**config.mk**
```make
export PLATFORM = sky130hd
export DESIGN_NAME = pipein_burst_sched_flat
export DESIGN_NICKNAME = d
export VERILOG_FILES = /design/src/rtl/pipein_burst_sched_if.sv /design/src/rtl/pipein_burst_sched.sv /design/src/flat_wrapper.sv
export SDC_FILE = /design/constraint.sdc
export NUM_CORES = 1
export LEC_CHECK = 0
export ABC_AREA = 1
export CAP_MARGIN = 25
export CORE_MARGIN = 4
export CORE_UTILIZATION = 47
export CTS_CLUSTER_SIZE = 10
export DETAILED_ROUTE_END_ITERATION = 16
export PLACE_DENSITY = 0.86
export SLEW_MARGIN = 20
export SYNTH_ARGS = -nofsm -noshare
export SYNTH_HDL_FRONTEND = slang
export SYNTH_SLANG_ARGS = --single-unit
```
**constraint.sdc**
```tcl
create_clock -name CLK -period 2.6 [get_ports CLK]
set_clock_uncertainty 0.15 [all_clocks]
set_input_delay 0.52 -clock CLK [delete_from_list [all_inputs] [get_ports CLK]]
set_output_delay 0.52 -clock CLK [all_outputs]
set_load 0.02 [all_outputs]
```
**src/rtl/pipein_burst_sched_if.sv**
```systemverilog
// Burst scheduler bus: FIFO read side and SDRAM write-port side.
// The scheduler drives the master modport; FIFO/SDRAM models sit on the slave.
interface pipein_burst_sched_if #(
    parameter int ADDR_W = 24
);
    logic [7:0]        rd_data_count;
    logic              fifo_rd;
    logic [31:0]       fifo_out;
    logic              wr_req;
    logic              wr_ack;
    logic [ADDR_W-1:0] wr_addr;
    logic [31:0]       wr_data;
    logic              wr_data_valid;

    modport master (
        input  rd_data_count,
        input  fifo_out,
        input  wr_ack,
        output fifo_rd,
        output wr_req,
        output wr_addr,
        output wr_data,
        output wr_data_valid
    );

    modport slave (
        output rd_data_count,
        output fifo_out,
        output wr_ack,
        input  fifo_rd,
        input  wr_req,
        input  wr_addr,
        input  wr_data,
        input  wr_data_valid
    );
endinterface

```
**src/rtl/pipein_burst_sched.sv**
```systemverilog
// Moves fixed-length bursts from an input FIFO to an SDRAM write port.
// Request/grant per burst, then BURST_LEN reads streamed one cycle later.
module pipein_burst_sched #(
    parameter int BURST_LEN = 8,
    parameter int ADDR_W    = 24,
    parameter int MEM_WORDS = 1 << 24
) (
    input  logic                 CLK,
    input  logic                 RST_N,
    input  logic                 enable,
    pipein_burst_sched_if.master bus,
    output logic                 burst_done,
    output logic [15:0]          burst_count,
    output logic                 busy
);

    typedef enum logic [1:0] {
        IDLE,
        REQ,
        READ,
        DRAIN
    } state_t;

    localparam logic [6:0]      LAST_BEAT = 7'(BURST_LEN - 1);
    localparam logic [7:0]      BL_CNT    = 8'(BURST_LEN);
    localparam logic [ADDR_W:0] BL_ADDR   = (ADDR_W + 1)'(BURST_LEN);
    localparam logic [ADDR_W:0] MEM_LIM   = (ADDR_W + 1)'(MEM_WORDS);

    state_t            state_q, state_d;
    logic [6:0]        beat_q, beat_d;
    logic [ADDR_W-1:0] addr_q, addr_d;
    logic [15:0]       cnt_q, cnt_d;
    logic              vld_q, vld_d;
    logic              start;
    logic              last_beat;
    logic [ADDR_W:0]   addr_sum;

    assign start     = enable && (bus.rd_data_count >= BL_CNT);
    assign last_beat = (beat_q == LAST_BEAT);
    assign addr_sum  = {1'b0, addr_q} + BL_ADDR;

    // State register
    always_ff @(posedge CLK or negedge RST_N) begin
        if (!RST_N) begin
            state_q <= IDLE;
        end else begin
            state_q <= state_d;
        end
    end

    // Next state, beat/address/count updates and strobes
    always_comb begin
        state_d     = state_q;
        beat_d      = beat_q;
        addr_d      = addr_q;
        cnt_d       = cnt_q;
        bus.fifo_rd = 1'b0;
        bus.wr_req  = 1'b0;
        burst_done  = 1'b0;
        busy        = 1'b1;
        unique case (state_q)
            IDLE: begin
                busy = 1'b0;
                if (start) begin
                    state_d = REQ;
                end
            end
            REQ: begin
                bus.wr_req = 1'b1;
                if (bus.wr_ack) begin
                    state_d = READ;
                    beat_d  = '0;
                end
            end
            READ: begin
                bus.fifo_rd = 1'b1;
                beat_d      = beat_q + 7'd1;
                if (last_beat) begin
                    state_d = DRAIN;
                    beat_d  = '0;
                end
            end
            DRAIN: begin
                burst_done = 1'b1;
                cnt_d      = cnt_q + 16'd1;
                state_d    = IDLE;
                if (addr_sum == MEM_LIM) begin
                    addr_d = '0;
                end else begin
                    addr_d = addr_sum[ADDR_W-1:0];
                end
            end
            default: state_d = IDLE;
        endcase
    end

    // FIFO data lags the read strobe by one cycle
    assign vld_d = bus.fifo_rd;

    // Datapath registers
    always_ff @(posedge CLK or negedge RST_N) begin
        if (!RST_N) begin
            beat_q <= '0;
            addr_q <= '0;
            cnt_q  <= '0;
            vld_q  <= 1'b0;
        end else begin
            beat_q <= beat_d;
            addr_q <= addr_d;
            cnt_q  <= cnt_d;
            vld_q  <= vld_d;
        end
    end

    assign bus.wr_addr       = addr_q;
    assign bus.wr_data_valid = vld_q;
    assign bus.wr_data       = vld_q ? bus.fifo_out : 32'd0;
    assign burst_count       = cnt_q;

endmodule

```
**src/flat_wrapper.sv**
```systemverilog
// flat-port wrapper written by rule: the top's interface ports become plain ports
module pipein_burst_sched_flat 
#(
    parameter int BURST_LEN = 8,
    parameter int ADDR_W    = 24,
    parameter int MEM_WORDS = 1 << 24
)
  (CLK, RST_N, enable, burst_done, burst_count, busy, bus_rd_data_count, bus_fifo_out, bus_wr_ack, bus_fifo_rd, bus_wr_req, bus_wr_addr, bus_wr_data, bus_wr_data_valid);
  pipein_burst_sched_if #(.ADDR_W(ADDR_W)) bus_i ();
  input  logic CLK;
  input  logic RST_N;
  input  logic enable;
  output logic burst_done;
  output logic [15:0] burst_count;
  output logic busy;
  input wire logic [$bits(bus_i.rd_data_count)-1:0] bus_rd_data_count;
  input wire logic [$bits(bus_i.fifo_out)-1:0] bus_fifo_out;
  input wire logic [$bits(bus_i.wr_ack)-1:0] bus_wr_ack;
  output wire logic [$bits(bus_i.fifo_rd)-1:0] bus_fifo_rd;
  output wire logic [$bits(bus_i.wr_req)-1:0] bus_wr_req;
  output wire logic [$bits(bus_i.wr_addr)-1:0] bus_wr_addr;
  output wire logic [$bits(bus_i.wr_data)-1:0] bus_wr_data;
  output wire logic [$bits(bus_i.wr_data_valid)-1:0] bus_wr_data_valid;
  assign bus_i.rd_data_count = bus_rd_data_count;
  assign bus_i.fifo_out = bus_fifo_out;
  assign bus_i.wr_ack = bus_wr_ack;
  assign bus_fifo_rd = bus_i.fifo_rd;
  assign bus_wr_req = bus_i.wr_req;
  assign bus_wr_addr = bus_i.wr_addr;
  assign bus_wr_data = bus_i.wr_data;
  assign bus_wr_data_valid = bus_i.wr_data_valid;
  pipein_burst_sched #(.BURST_LEN(BURST_LEN), .ADDR_W(ADDR_W), .MEM_WORDS(MEM_WORDS)) u_core (.CLK(CLK), .RST_N(RST_N), .enable(enable), .bus(bus_i), .burst_done(burst_done), .burst_count(burst_count), .busy(busy));
endmodule
```
# Word level (Yosys, flattened, before mapping)
# Index checks and enable logic that the tools add are counted.
word_totals:
  ff_bits: 50
  output_inout_bits: 77
classes:
  n_addsub: 3
  order_cmp: 1
  eq_ne: 8
  mux: 13
  n_reduce_logical: 5
ops:
  columns: ["op", "n"]
  rows:
  - ["$mux W32", 1]
  - ["$add A24 B4 Y25 const B", 1]
  - ["$eq A25 B25 Y1 const B", 1]
  - ["$mux W24", 1]
  - ["$add A16 B1 Y16 const B", 1]
  - ["$mux W7", 2]
  - ["$pmux W7 S2", 1]
  - ["$ge A8 B4 Y1 const B", 1]
  - ["$pmux W2 S4", 1]
  - ["$add A7 B1 Y7 const B", 1]
  - ["$eq A7 B3 Y1 const B", 1]
  - ["$mux W2", 3]
  - ["$eq A2 B2 Y1 const B", 2]
  - ["$mux W1", 4]
  - ["$ne A2 B1 Y1 const B", 2]
  - ["$reduce_and A3 Y1", 1]
  - ["$eq A2 B1 Y1 const B", 1]
  - ["$logic_not A2 Y1", 1]
  - ["$ne A2 B2 Y1 const B", 1]
  - ["$reduce_and A2 Y1", 1]
  - ["$reduce_bool A2 Y1", 1]
  - ["$logic_and A1 B1 Y1", 1]

# Longest topological paths before layout
# Gate-level depths: netlist of run 1.
logic_depth:
  word_depth: 4
  mapped_depth: 10

# Worst setup path before layout of run 1
# No wires, ideal clock.
synth_path:
  kind: "register -> register"
  start: "register u_core.state_q[0]"
  end: "register u_core.cnt_q[14], in the netlist u_core.burst_count[14]"
  arrival_ns: 1.481
  t_required_ns: 2.333
  slack_ns: 0.852
  stages_incl_launch_ff: 10
  path_buffers: 1
  cell_sequence: "dfrtp_1 > ha_1 > buf_4 > nand2_2 > nor3_4 > nand2_2 > nor2_4 > nand2_1 > nand2_1 > nand2_1"
synth_between:
  elab_chain_cells: 1
synth_rtl:
  columns: ["element", "line_no", "text"]
  rows:
  - ["start, declared", "pipein_burst_sched.sv:29", "state_t state_q, state_d;"]
  - ["start signal, assigned", "pipein_burst_sched.sv:47", "state_q <= state_d;"]
  - ["$eq A2 B2 Y1", "pipein_burst_sched.sv:61", "unique case (state_q)"]
  - ["end signal, assigned", "pipein_burst_sched.sv:110", "cnt_q <= cnt_d;"]
  - ["end, declared", "pipein_burst_sched.sv:32", "logic [15:0] cnt_q, cnt_d;"]
# Every way passes these cells.
# A chain may end at the register's enable or synchronous reset.

# Worst setup path in the final report of run 1
layout_path:
  start: "register u_core.vld_q, in the netlist u_core.bus.wr_data_valid"
  end: "output bus_wr_data[25]"
layout_between:
  elab_chain_cells: 1
layout_rtl:
  columns: ["element", "line_no", "text"]
  rows:
  - ["start, declared", "pipein_burst_sched.sv:33", "logic vld_q, vld_d;"]
  - ["start signal, assigned", "pipein_burst_sched.sv:111", "vld_q <= vld_d;"]
  - ["$mux W32", "pipein_burst_sched.sv:117", "assign bus.wr_data = vld_q ? bus.fifo_out : 32'd0;"]
  - ["end, declared", "flat_wrapper.sv:22", "output wire logic [$bits(bus_i.wr_data)-1:0] bus_wr_data;"]
# Every way passes these cells.

==> results_dict.tcl, run 1 <==
set metrics [dict create \
    timing.final.setup_violations 0 \
    seq_area_frac_synth 0.389 \
    slew_headroom 0.598 \
    worstMarginPinSlew_ns 0.603 \
    synth_edf_count 0 \
    antenna_found_initial 0 \
    total_switching_power_mw 1.36 \
    via_count 3166 \
    synth_area_mm2 0.00303 \
    htree_num_levels 2 \
    design.portCount 121 \
    power.share.sequential 0.321 \
    vdd_ir_drop_max_mv 0.708 \
    power.density_mw_per_mm2 708 \
    cts_num_sinks 47 \
    maxCapViolCount 0 \
    total_length_of_routed_wires_um 8530 \
    crit_reg_reg_endpoint "u_core.burst_count[14]$_DFFE_PN0P_" \
    period_needed_ns 2.47 \
    cts_max_path_buffers 2 \
    ant_nets 0 \
    grt_pass1_wl_um 13300 \
    timing_max_transition_violations_final 0 \
    clock_power_share 0.146 \
    hpwl_um 6830 \
    critical_path.startpoint_type "register" \
    post-place-cells 626 \
    die_w_um 88.2 \
    cts_root_cell "sky130_fd_sc_hd__clkbuf_8" \
    yosys_warnings 0 \
    drt_first_pass_iters 5 \
    die_h_um 88.2 \
    async_reset_ff_frac 1.00 \
    worstPathArrival_ns 1.80 \
    grt_overflow 0 \
    setup_tns_ns 0 \
    cts.repair_timing.setup_buffer_count 0 \
    areaGrowthSynthToFinish_pct 42.5 \
    cts_tree "built" \
    initial_utilization 0.497 \
    syn_area_per_cell_um2 6.85 \
    wire_per_inst_um 13.5 \
    synthesized_flop_and_latch_total 47 \
    worstSetupPathType "reg2out" \
    n_antenna_cell 0 \
    core_mm2 0.00610 \
    cts_made_buffers 5 \
    layout.cell_area.non_filler_mm2 0.00431 \
    number_of_buffers_inserted_by_hold_repair_at_cts 0 \
    placement.setup.worst_slack_ns 0.154 \
    hold_viol 0 \
    final-instance-count-excl-fill 634 \
    power.share.combinational 0.534 \
    critPathRequiredTime_ns 1.93 \
    maximum_number_of_pins_on_one_net_before_global_route_repair 48 \
    clkLatencyLatePin_ns 0.31 \
    postSynthCellCount 442 \
    num-nets-final 609 \
    vias_per_inst 4.99 \
    detail_route.drc_violations 0 \
    synth.lib_cells_used.distinct 28 \
    endpoint_kind "primary output" \
    drive_above_1_share 0.0483 \
    synth_top_cell_area_share 0.389 \
    reg2reg_setup_slack_ns 0.56 \
    internal-power_mw 1.70 \
    first_global_vias 2934 \
    swShare 0.444 \
    final.hold.worst_slack_ns 0.137 \
    min_path_type "in2async" \
    worstRegToRegCells 9 \
    min_period_over_period 0.950 \
    yosys-top-cells-area "sky130_fd_sc_hd__dfrtp_1 39%, sky130_fd_sc_hd__nand2_1 19%, sky130_fd_sc_hd__inv_1 9.3%, sky130_fd_sc_hd__nor2_1 5.2%, sky130_fd_sc_hd__nand3_1 4.6%" \
    outcome "completed" \
    least_setup_slack_across_all_paths_after_layout_ns 0.131 \
    synthDominantAreaCellType "sky130_fd_sc_hd__dfrtp_1" \
    dpl_cell_area_mm2 0.00423 \
    synth-main-ff-cell "sky130_fd_sc_hd__dfrtp_1" \
    critical_path.reg2reg.startpoint "u_core.state_q[1]$_DFFE_PN0P_" \
    clkSlewWorstSetupHoldPaths_ns 0.09 \
    place.gp.congestion 0.860 \
    post_cts_resize_count 0 \
    port-buffer-count 114 \
    grtUsageTotal 0.222 \
    first_iter_violations 114 \
    row_count 28 \
    total_leakage_power_nw 2.13 \
    die_area_mm2 0.00779 \
    path_max_fanout 33 \
    fmax_ghz 0.405 \
    grt_setup_unrepaired "false" \
]
-- power groups by stage --
stage	logic [mW]	clock network, mW	registers [mW]
final	1.63	0.445	0.979
after global routing	1.77	0.490	1.00
after CTS	1.65	0.458	0.980
after detailed placement	1.65	0	0.994
after global placement	1.60	0	0.982
after floorplan	0.834	0	1.06
-- layer usage --
layer / vias up / track usage / share of wire / routed length (µm)
met4: 0 / 0.0920 / 0.024 / 206
met3: 14 / 0.0484 / 0.087 / 738
met2: 115 / 0.430 / 0.53 / 4530
met1: 1472 / 0.227 / 0.36 / 3060
met5: - / 0 / 0 / 0
li1: 1565 / - / - / -
-- critical path, cell delays in order, from the launching register on --
cell and delay, ns:
sky130_fd_sc_hd__dfrtp_1 0.34, sky130_fd_sc_hd__buf_4 0.29, sky130_fd_sc_hd__nand2_1 0.17, sky130_fd_sc_hd__inv_1 0.09
sky130_fd_sc_hd__clkdlybuf4s50_1 0.60
-- area by class of cell --
type | instances | area (µm²)
Sequential cell | 47 | 1180
Tap cell | 75 | 93.8
Clock inverter | 2 | 12.5
Timing Repair Buffer | 119 | 1170
Multi-Input combinational cell | 309 | 1500
Fill cell | 502 | 1780
Clock buffer | 6 | 72.6
Inverter | 76 | 285
-- cells in the mapped netlist (2+ instances only) --
library cell               instances
sky130_fd_sc_hd__nand3_1          28
sky130_fd_sc_hd__o21ai_1           2
sky130_fd_sc_hd__inv_1            75
sky130_fd_sc_hd__nand3b_1          3
sky130_fd_sc_hd__nand4_1           7
sky130_fd_sc_hd__clkbuf_1          5
sky130_fd_sc_hd__o21ai_0          18
sky130_fd_sc_hd__dfrtp_1          47
sky130_fd_sc_hd__xnor2_1           6
sky130_fd_sc_hd__nor2_1           42
sky130_fd_sc_hd__o21bai_1          3
sky130_fd_sc_hd__nand2_2           5
sky130_fd_sc_hd__xor2_1           14
sky130_fd_sc_hd__nor2_4            4
sky130_fd_sc_hd__ha_1              7
sky130_fd_sc_hd__a21oi_1           2
sky130_fd_sc_hd__nand2_1         156
sky130_fd_sc_hd__nor3_1            4
sky130_fd_sc_hd__buf_4             5
-- layout by cell type, fill, tap and decap left out, types with 2 or more instances in the layout --
master / n
sky130_fd_sc_hd__dfrtp_1: 47
sky130_fd_sc_hd__nor2_1: 42
sky130_fd_sc_hd__ha_1: 7
sky130_fd_sc_hd__o21ai_0: 18
sky130_fd_sc_hd__nor2_4: 4
sky130_fd_sc_hd__buf_4: 5
sky130_fd_sc_hd__conb_1: 3
sky130_fd_sc_hd__xor2_1: 14
sky130_fd_sc_hd__clkdlybuf4s50_1: 113
sky130_fd_sc_hd__o21bai_1: 3
sky130_fd_sc_hd__nand3b_1: 3
sky130_fd_sc_hd__a21oi_1: 2
sky130_fd_sc_hd__xnor2_1: 6
sky130_fd_sc_hd__nand3_1: 28
sky130_fd_sc_hd__nor3_1: 4
sky130_fd_sc_hd__nand2_1: 156
sky130_fd_sc_hd__nand4_1: 7
sky130_fd_sc_hd__inv_1: 75
sky130_fd_sc_hd__clkbuf_8: 5
sky130_fd_sc_hd__o21ai_1: 2
sky130_fd_sc_hd__nand2_2: 5
-- through the flow --
step / util / power, mW
after CTS: 0.708 / 3.09
after global placement: 0.694 / 2.58
after detailed placement: 0.694 / 2.64
after global routing: 0.708 / 3.27
final: 0.708 / 3.05
after floorplan: - / 1.90
-- logic make-up (layout without fill, tap and decap cells) --
| family | count (synthesis) | count (layout) | synth area share |
|---|---|---|---|
| simple gates | 253 | 253 | 0.358 |
| buf+inv | 88 | 203 | 0.118 |
| flops | 47 | 47 | 0.389 |
| compound gates | 26 | 26 | 0.0467 |
| xor+xnor | 20 | 20 | 0.0579 |
| fa+ha+maj | 7 | 7 | 0.0289 |
| other cells | 1 | 3 | 0.00124 |
-- worst max path at each step --
stage                                       startpoint                                  to  depth (start not counted)
floorplan                u_core.state_q[0]$_DFFE_PN0P_  u_core.burst_count[14]$_DFFE_PN0P_                          9
global placement                      bus_fifo_out[25]                     bus_wr_data[25]                          4
detailed placement                    bus_fifo_out[25]                     bus_wr_data[25]                          4
CTS                 u_core.bus.wr_data_valid$_DFF_PN0_                     bus_wr_data[25]                          4
global route        u_core.bus.wr_data_valid$_DFF_PN0_                     bus_wr_data[25]                          4
finish              u_core.bus.wr_data_valid$_DFF_PN0_                     bus_wr_data[25]                          4
-- sequential cells by signal, indices dropped and copies added, names as in the netlist --
register / flops
u_core.beat_q: 7
u_core.state_q: 2
u_core.bus.wr_addr: 21
u_core.burst_count: 16
u_core.bus.wr_data_valid: 1
(Power assumes the default switching activity.)
==> run 2: changes to the inputs <==
- CORE_UTILIZATION: 47 -> 30
- DONT_BUFFER_PORTS: unset -> 1
- PLACE_DENSITY: 0.86 -> unset
- SETUP_SLACK_MARGIN: unset -> 0.02
==> run 2 against run 1 <==
  * Utilization fell by 37 points
  * Sequential share of layout area rose by 8.5 points
  * Register-to-register slack improved by 0.06 ns
  * Worst setup slack improved by 0.24 ns
  * Hold slack improved by 0.24 ns
  * Combinational power fell by 39%
  * Die area rose by 51%
  * Global-route usage fell by 10 points
  * Clock-buffer cell count rose by 2
  * Critical path type unchanged
  * Critical endpoint is now burst_done
  * Largest power group is now sequential cells
==> results_dict.tcl, run 2 (synthesized netlist as in run 1, its figures left out) <==
set metrics [dict create \
    row_count 36 \
    n_antenna_cell 0 \
    layout.filler_cells 1074 \
    worstSetupPathType "reg2out" \
    via_count 2610 \
    outcome "completed" \
    worstPathArrival_ns 1.56 \
    grt_overflow 0 \
    timing.final.setup_violations 0 \
    htree_num_levels 2 \
    reg2reg_setup_slack_ns 0.62 \
    total_leakage_power_nw 1.73 \
    maxCapViolCount 0 \
    critPathRequiredTime_ns 1.93 \
    timing_max_transition_violations_final 0 \
    path_max_fanout 28 \
    grt_setup_unrepaired "false" \
    areaGrowthSynthToFinish_pct 8.64 \
    die_area_mm2 0.0118 \
    min_period_over_period 0.859 \
    clkLatencyLatePin_ns 0.30 \
    period_needed_ns 2.23 \
    cts_made_buffers 5 \
    place.gp.congestion 0.850 \
    critical_path.startpoint_type "register" \
    ant_nets 0 \
    detail_route.drc_violations 0 \
    endpoint_kind "primary output" \
    num-nets-final 495 \
    die_h_um 108 \
    grt_pass1_wl_um 11500 \
    vias_per_inst 4.52 \
    clkSlewWorstSetupHoldPaths_ns 0.08 \
    hold_viol 0 \
    sequential_cell_area_mm2 0.00118 \
    vdd_ir_drop_max_mv 0.393 \
    min_path_type "in2reg" \
    cts_max_path_buffers 2 \
    path_cells "ha_1 > buf_4" \
    number_of_buffers_inserted_by_hold_repair_at_cts 2 \
    total_length_of_routed_wires_um 7100 \
    worstRegToRegCells 7 \
    core_mm2 0.00982 \
    first_iter_violations 107 \
    grtUsageTotal 0.121 \
    power.density_mw_per_mm2 781 \
    cts_root_cell "sky130_fd_sc_hd__clkbuf_8" \
    wire_per_inst_um 12.3 \
    critical_path.reg2reg.startpoint "u_core.state_q[0]$_DFFE_PN0P_" \
    cts_tree "built" \
    design.portCount 121 \
    initial_utilization 0.308 \
    setup_tns_ns 0 \
    worst_path_max_delay_cell "sky130_fd_sc_hd__ha_1" \
    most-common-layout-cells "156 x sky130_fd_sc_hd__nand2_1, 75 x sky130_fd_sc_hd__inv_1, 47 x sky130_fd_sc_hd__dfrtp_1, 42 x sky130_fd_sc_hd__nor2_1, 28 x sky130_fd_sc_hd__nand3_1" \
    first_global_vias 2381 \
    drive_above_1_share 0.0562 \
    hpwl_um 5400 \
    port-buffer-count 0 \
    largest_register_ffs 21 \
    die_w_um 108 \
    launch_point_of_the_worst_hold_path "enable" \
    mostFrequentLayoutCell "sky130_fd_sc_hd__nand2_1" \
    drt_first_pass_iters 4 \
    multiInputGateArea_mm2 0.00150 \
    antenna_found_initial 0 \
    final.hold.worst_slack_ns 0.376 \
    crit_reg_reg_endpoint "u_core.beat_q[6]$_DFFE_PN0P_" \
    hold_path_end "u_core.state_q[1]$_DFFE_PN0P_" \
    fmax_ghz 0.448 \
    cpPeakStageDelay_ns 0.44 \
    cts.repair_timing.setup_buffer_count 0 \
    maximum_number_of_pins_on_one_net_before_global_route_repair 48 \
    post_cts_resize_count 0 \
    min_delay_path_depth 4 \
    cts_num_sinks 47 \
    finalPower_mw 2.57 \
]
==> run 2: critical path, delay by kind of cell, from the launching register on <==
family,cells,cell delay (ns)
adder cells (fa/ha/maj),1,0.44
flip-flops,1,0.42
buffers and inverters,1,0.41
==> run 2: worst max-delay path by stage <==
stage | startpoint | to | slack (ns) | cells after the start
floorplan | u_core.state_q[0]$_DFFE_PN0P_ | u_core.burst_count[14]$_DFFE_PN0P_ | 0.85 | 9
finish | u_core.state_q[0]$_DFFE_PN0P_ | burst_done | 0.37 | 2
detailed placement | u_core.state_q[0]$_DFFE_PN0P_ | u_core.beat_q[6]$_DFFE_PN0P_ | 0.61 | 7
global route | u_core.state_q[0]$_DFFE_PN0P_ | burst_done | 0.23 | 2
global placement | u_core.state_q[0]$_DFFE_PN0P_ | u_core.beat_q[5]$_DFFE_PN0P_ | 0.67 | 7
CTS | u_core.state_q[0]$_DFFE_PN0P_ | burst_done | 0.34 | 2
==> run 2: metal layers <==
layer | part of all wire | wire [µm] | track usage | up-vias
li1 | - | - | - | 1336
met1 | 0.46 | 3270 | 0.158 | 1206
met2 | 0.48 | 3380 | 0.202 | 66
met3 | 0.059 | 416 | 0.0281 | 2
met4 | 0.0054 | 38 | 0.0298 | 0
met5 | 0 | 0 | 0 | -
==> run 2: power breakdown <==
part | switching, mW | internal [mW]
Combinational | 0.758 | 0.236
Clock | 0.249 | 0.243
Sequential | 0.242 | 0.838
Total | 1.25 | 1.32
==> run 2: layout make-up <==
class | instances | share of cell area
Clock buffer | 8 | 0.0304
Timing Repair Buffer | 5 | 0.0183
Multi-Input combinational cell | 309 | 0.456
Sequential cell | 47 | 0.358
Inverter | 76 | 0.0868
Tap cell | 133 | 0.0506
==> run 2: metrics by stage <==
step / cells / setup WS (ns) / cell area, µm² / util
floorplan: 444 / 0.852 / 3030 / -
detailed placement: 568 / 0.609 / 3150 / 0.321
global route: 578 / 0.228 / 3290 / 0.335
global placement: 568 / 0.669 / 3150 / 0.321
CTS: 578 / 0.340 / 3290 / 0.335
finish: 578 / 0.367 / 3290 / 0.335
==> run 3: changes to the inputs <==
- PLACE_DENSITY_LB_ADDON: unset -> 0.08
- SETUP_SLACK_MARGIN: 0.02 -> 0.3
- SKIP_LAST_GASP: unset -> 1
==> run 3 against run 2 <==
  * Clock power decreased by 5.3%
  * Sequential share of layout area increased by 0.12 points
  * Critical endpoint unchanged
  * Power fell by 1.0%
  * Via count fell by 2.3%
  * Combinational power fell by 5.5%
  * Worst setup slack better by 0.098 ns
  * Critical path type unchanged
==> results_dict.tcl, run 3 (synthesized netlist as in run 1, its figures left out) <==
set metrics [dict create \
    outcome "completed" \
    row_count 36 \
    num-nets-final 495 \
    cts_num_sinks 47 \
    placement.setup.worst_slack_ns 0.668 \
    internal-power_mw 1.29 \
    largest_register_ffs 21 \
    min_path_type "in2reg" \
    place.gp.congestion 0.771 \
    cts_max_path_buffers 2 \
    timing_max_transition_violations_final 0 \
    worstPathArrival_ns 1.46 \
    endpoint_kind "primary output" \
    ant_nets 0 \
    wire_per_inst_um 12.6 \
    clkLatencyLatePin_ns 0.29 \
    antenna_found_initial 0 \
    critical_path.startpoint_type "register" \
    most-common-layout-cells "156 x sky130_fd_sc_hd__nand2_1, 75 x sky130_fd_sc_hd__inv_1, 46 x sky130_fd_sc_hd__dfrtp_1, 42 x sky130_fd_sc_hd__nor2_1, 28 x sky130_fd_sc_hd__nand3_1" \
    grt_setup_unrepaired "false" \
    cts_tree "built" \
    critPathRequiredTime_ns 1.93 \
    cts_root_cell "sky130_fd_sc_hd__clkbuf_8" \
    die_area_mm2 0.0118 \
    final.hold.worst_slack_ns 0.387 \
    htree_num_levels 2 \
    period_needed_ns 2.13 \
    reg2reg_setup_slack_ns 0.67 \
    dpl_cell_area_mm2 0.00315 \
    mostFrequentLayoutCell "sky130_fd_sc_hd__nand2_1" \
    areaGrowthSynthToFinish_pct 8.39 \
    first_global_vias 2306 \
    hpwl_um 5390 \
    clock_power_share 0.183 \
    power.share.combinational 0.370 \
    initial_utilization 0.308 \
    grt_overflow 0 \
    design.portCount 121 \
    port-buffer-count 0 \
    maximum_number_of_pins_on_one_net_before_global_route_repair 48 \
    grt_pass1_wl_um 11700 \
    hold_viol 0 \
    die_w_um 108 \
    total_length_of_routed_wires_um 7290 \
    path_max_fanout 28 \
    vdd_ir_drop_max_mv 0.323 \
    swShare 0.493 \
    clkSlewWorstSetupHoldPaths_ns 0.09 \
    total_switching_power_mw 1.25 \
    maxCapViolCount 0 \
    grtUsageTotal 0.125 \
    timing.final.setup_violations 0 \
    detail_route.drc_violations 0 \
    vias_per_inst 4.42 \
    total_leakage_power_nw 1.72 \
    n_antenna_cell 0 \
    die_h_um 108 \
    first_iter_violations 94 \
    layout.cell_area.non_filler_mm2 0.00328 \
    fmax_ghz 0.469 \
    layout.filler_cells 1075 \
    worstSetupPathType "reg2out" \
    drt_first_pass_iters 4 \
    finalPower_mw 2.54 \
    power.share.sequential 0.447 \
    via_count 2550 \
    cts.repair_timing.setup_buffer_count 0 \
    least_setup_slack_across_all_paths_after_layout_ns 0.466 \
    cts_made_buffers 5 \
    drive_above_1_share 0.0586 \
    core_mm2 0.00982 \
    power.density_mw_per_mm2 775 \
    min_period_over_period 0.821 \
    setup_tns_ns 0 \
]
run 3: changes by cell type in the layout (fill, tap and decap cells not counted):
| cell | delta |
|---|---|
| sky130_fd_sc_hd__buf_4 | -1 |
| sky130_fd_sc_hd__clkbuf_8 | -1 |
| sky130_fd_sc_hd__dfrtp_2 | +1 |
| sky130_fd_sc_hd__buf_6 | +1 |
| sky130_fd_sc_hd__clkinv_2 | +1 |
| sky130_fd_sc_hd__clkbuf_1 | -1 |
| sky130_fd_sc_hd__dfrtp_1 | -1 |
run 3: path summary, 6_finish.rpt:
kind / end / start / cells past startpoint
hold / removal: u_core.state_q[0]$_DFFE_PN0P_ / enable / 4
setup reg to reg: u_core.beat_q[5]$_DFFE_PN0P_ / u_core.state_q[1]$_DFFE_PN0P_ / 8
setup / recovery: burst_done / u_core.state_q[0]$_DFFE_PN0P_ / 2
hold reg to reg: u_core.beat_q[6]$_DFFE_PN0P_ / u_core.beat_q[6]$_DFFE_PN0P_ / 2
max in group asynchronous: u_core.bus.wr_data_valid$_DFF_PN0_ / RST_N / 2
min in group asynchronous: u_core.bus.wr_addr[19]$_DFFE_PN0P_ / RST_N / 2
run 3: worst max-delay path: stages (launching register included):
cell,delay (ns)
sky130_fd_sc_hd__dfrtp_1,0.41
sky130_fd_sc_hd__ha_1,0.42
sky130_fd_sc_hd__buf_6,0.32
run 3: routing by layer:
metal / vias to the layer above / wire length, µm / global-route usage
li1: 1339 / - / -
met5: - / 0 / 0
met1: 1156 / 3450 / 0.174
met3: 5 / 444 / 0.0370
met4: 0 / 56 / 0.0298
met2: 50 / 3330 / 0.189
run 3: power by group through the flow:
stage	registers [mW]	clock network (mW)	logic (mW)
after floorplan	1.06	0	0.834
after global placement	1.15	0	0.929
after detailed placement	1.15	0	0.929
after CTS	1.14	0.498	0.956
after global routing	1.17	0.524	1.08
final	1.14	0.466	0.939
run 3: per-stage QoR:
stage | util | std cells
2_1_floorplan | - | 444
3_5_place_dp | 0.321 | 568
5_1_grt | 0.334 | 577
3_3_place_gp | 0.321 | 568
6_report | 0.334 | 577
4_1_cts | 0.334 | 577
run 3: layout make-up:
class	count	area, µm²	share of cell area
Multi-Input combinational cell	309	1500	0.457
Sequential cell	47	1180	0.359
Inverter	76	285	0.0870
Tap cell	133	166	0.0507
Clock buffer	6	82.6	0.0252
Timing Repair Buffer	5	63.8	0.0195
Clock inverter	1	5.00	0.00153
run 3: repair_timing:
action | CTS | global route
endpoints found under the hold margin | 47 | 0
hold buffers | 2 | 0
setup endpoints to repair | 0 | 30
gates resized for setup | 0 | 2
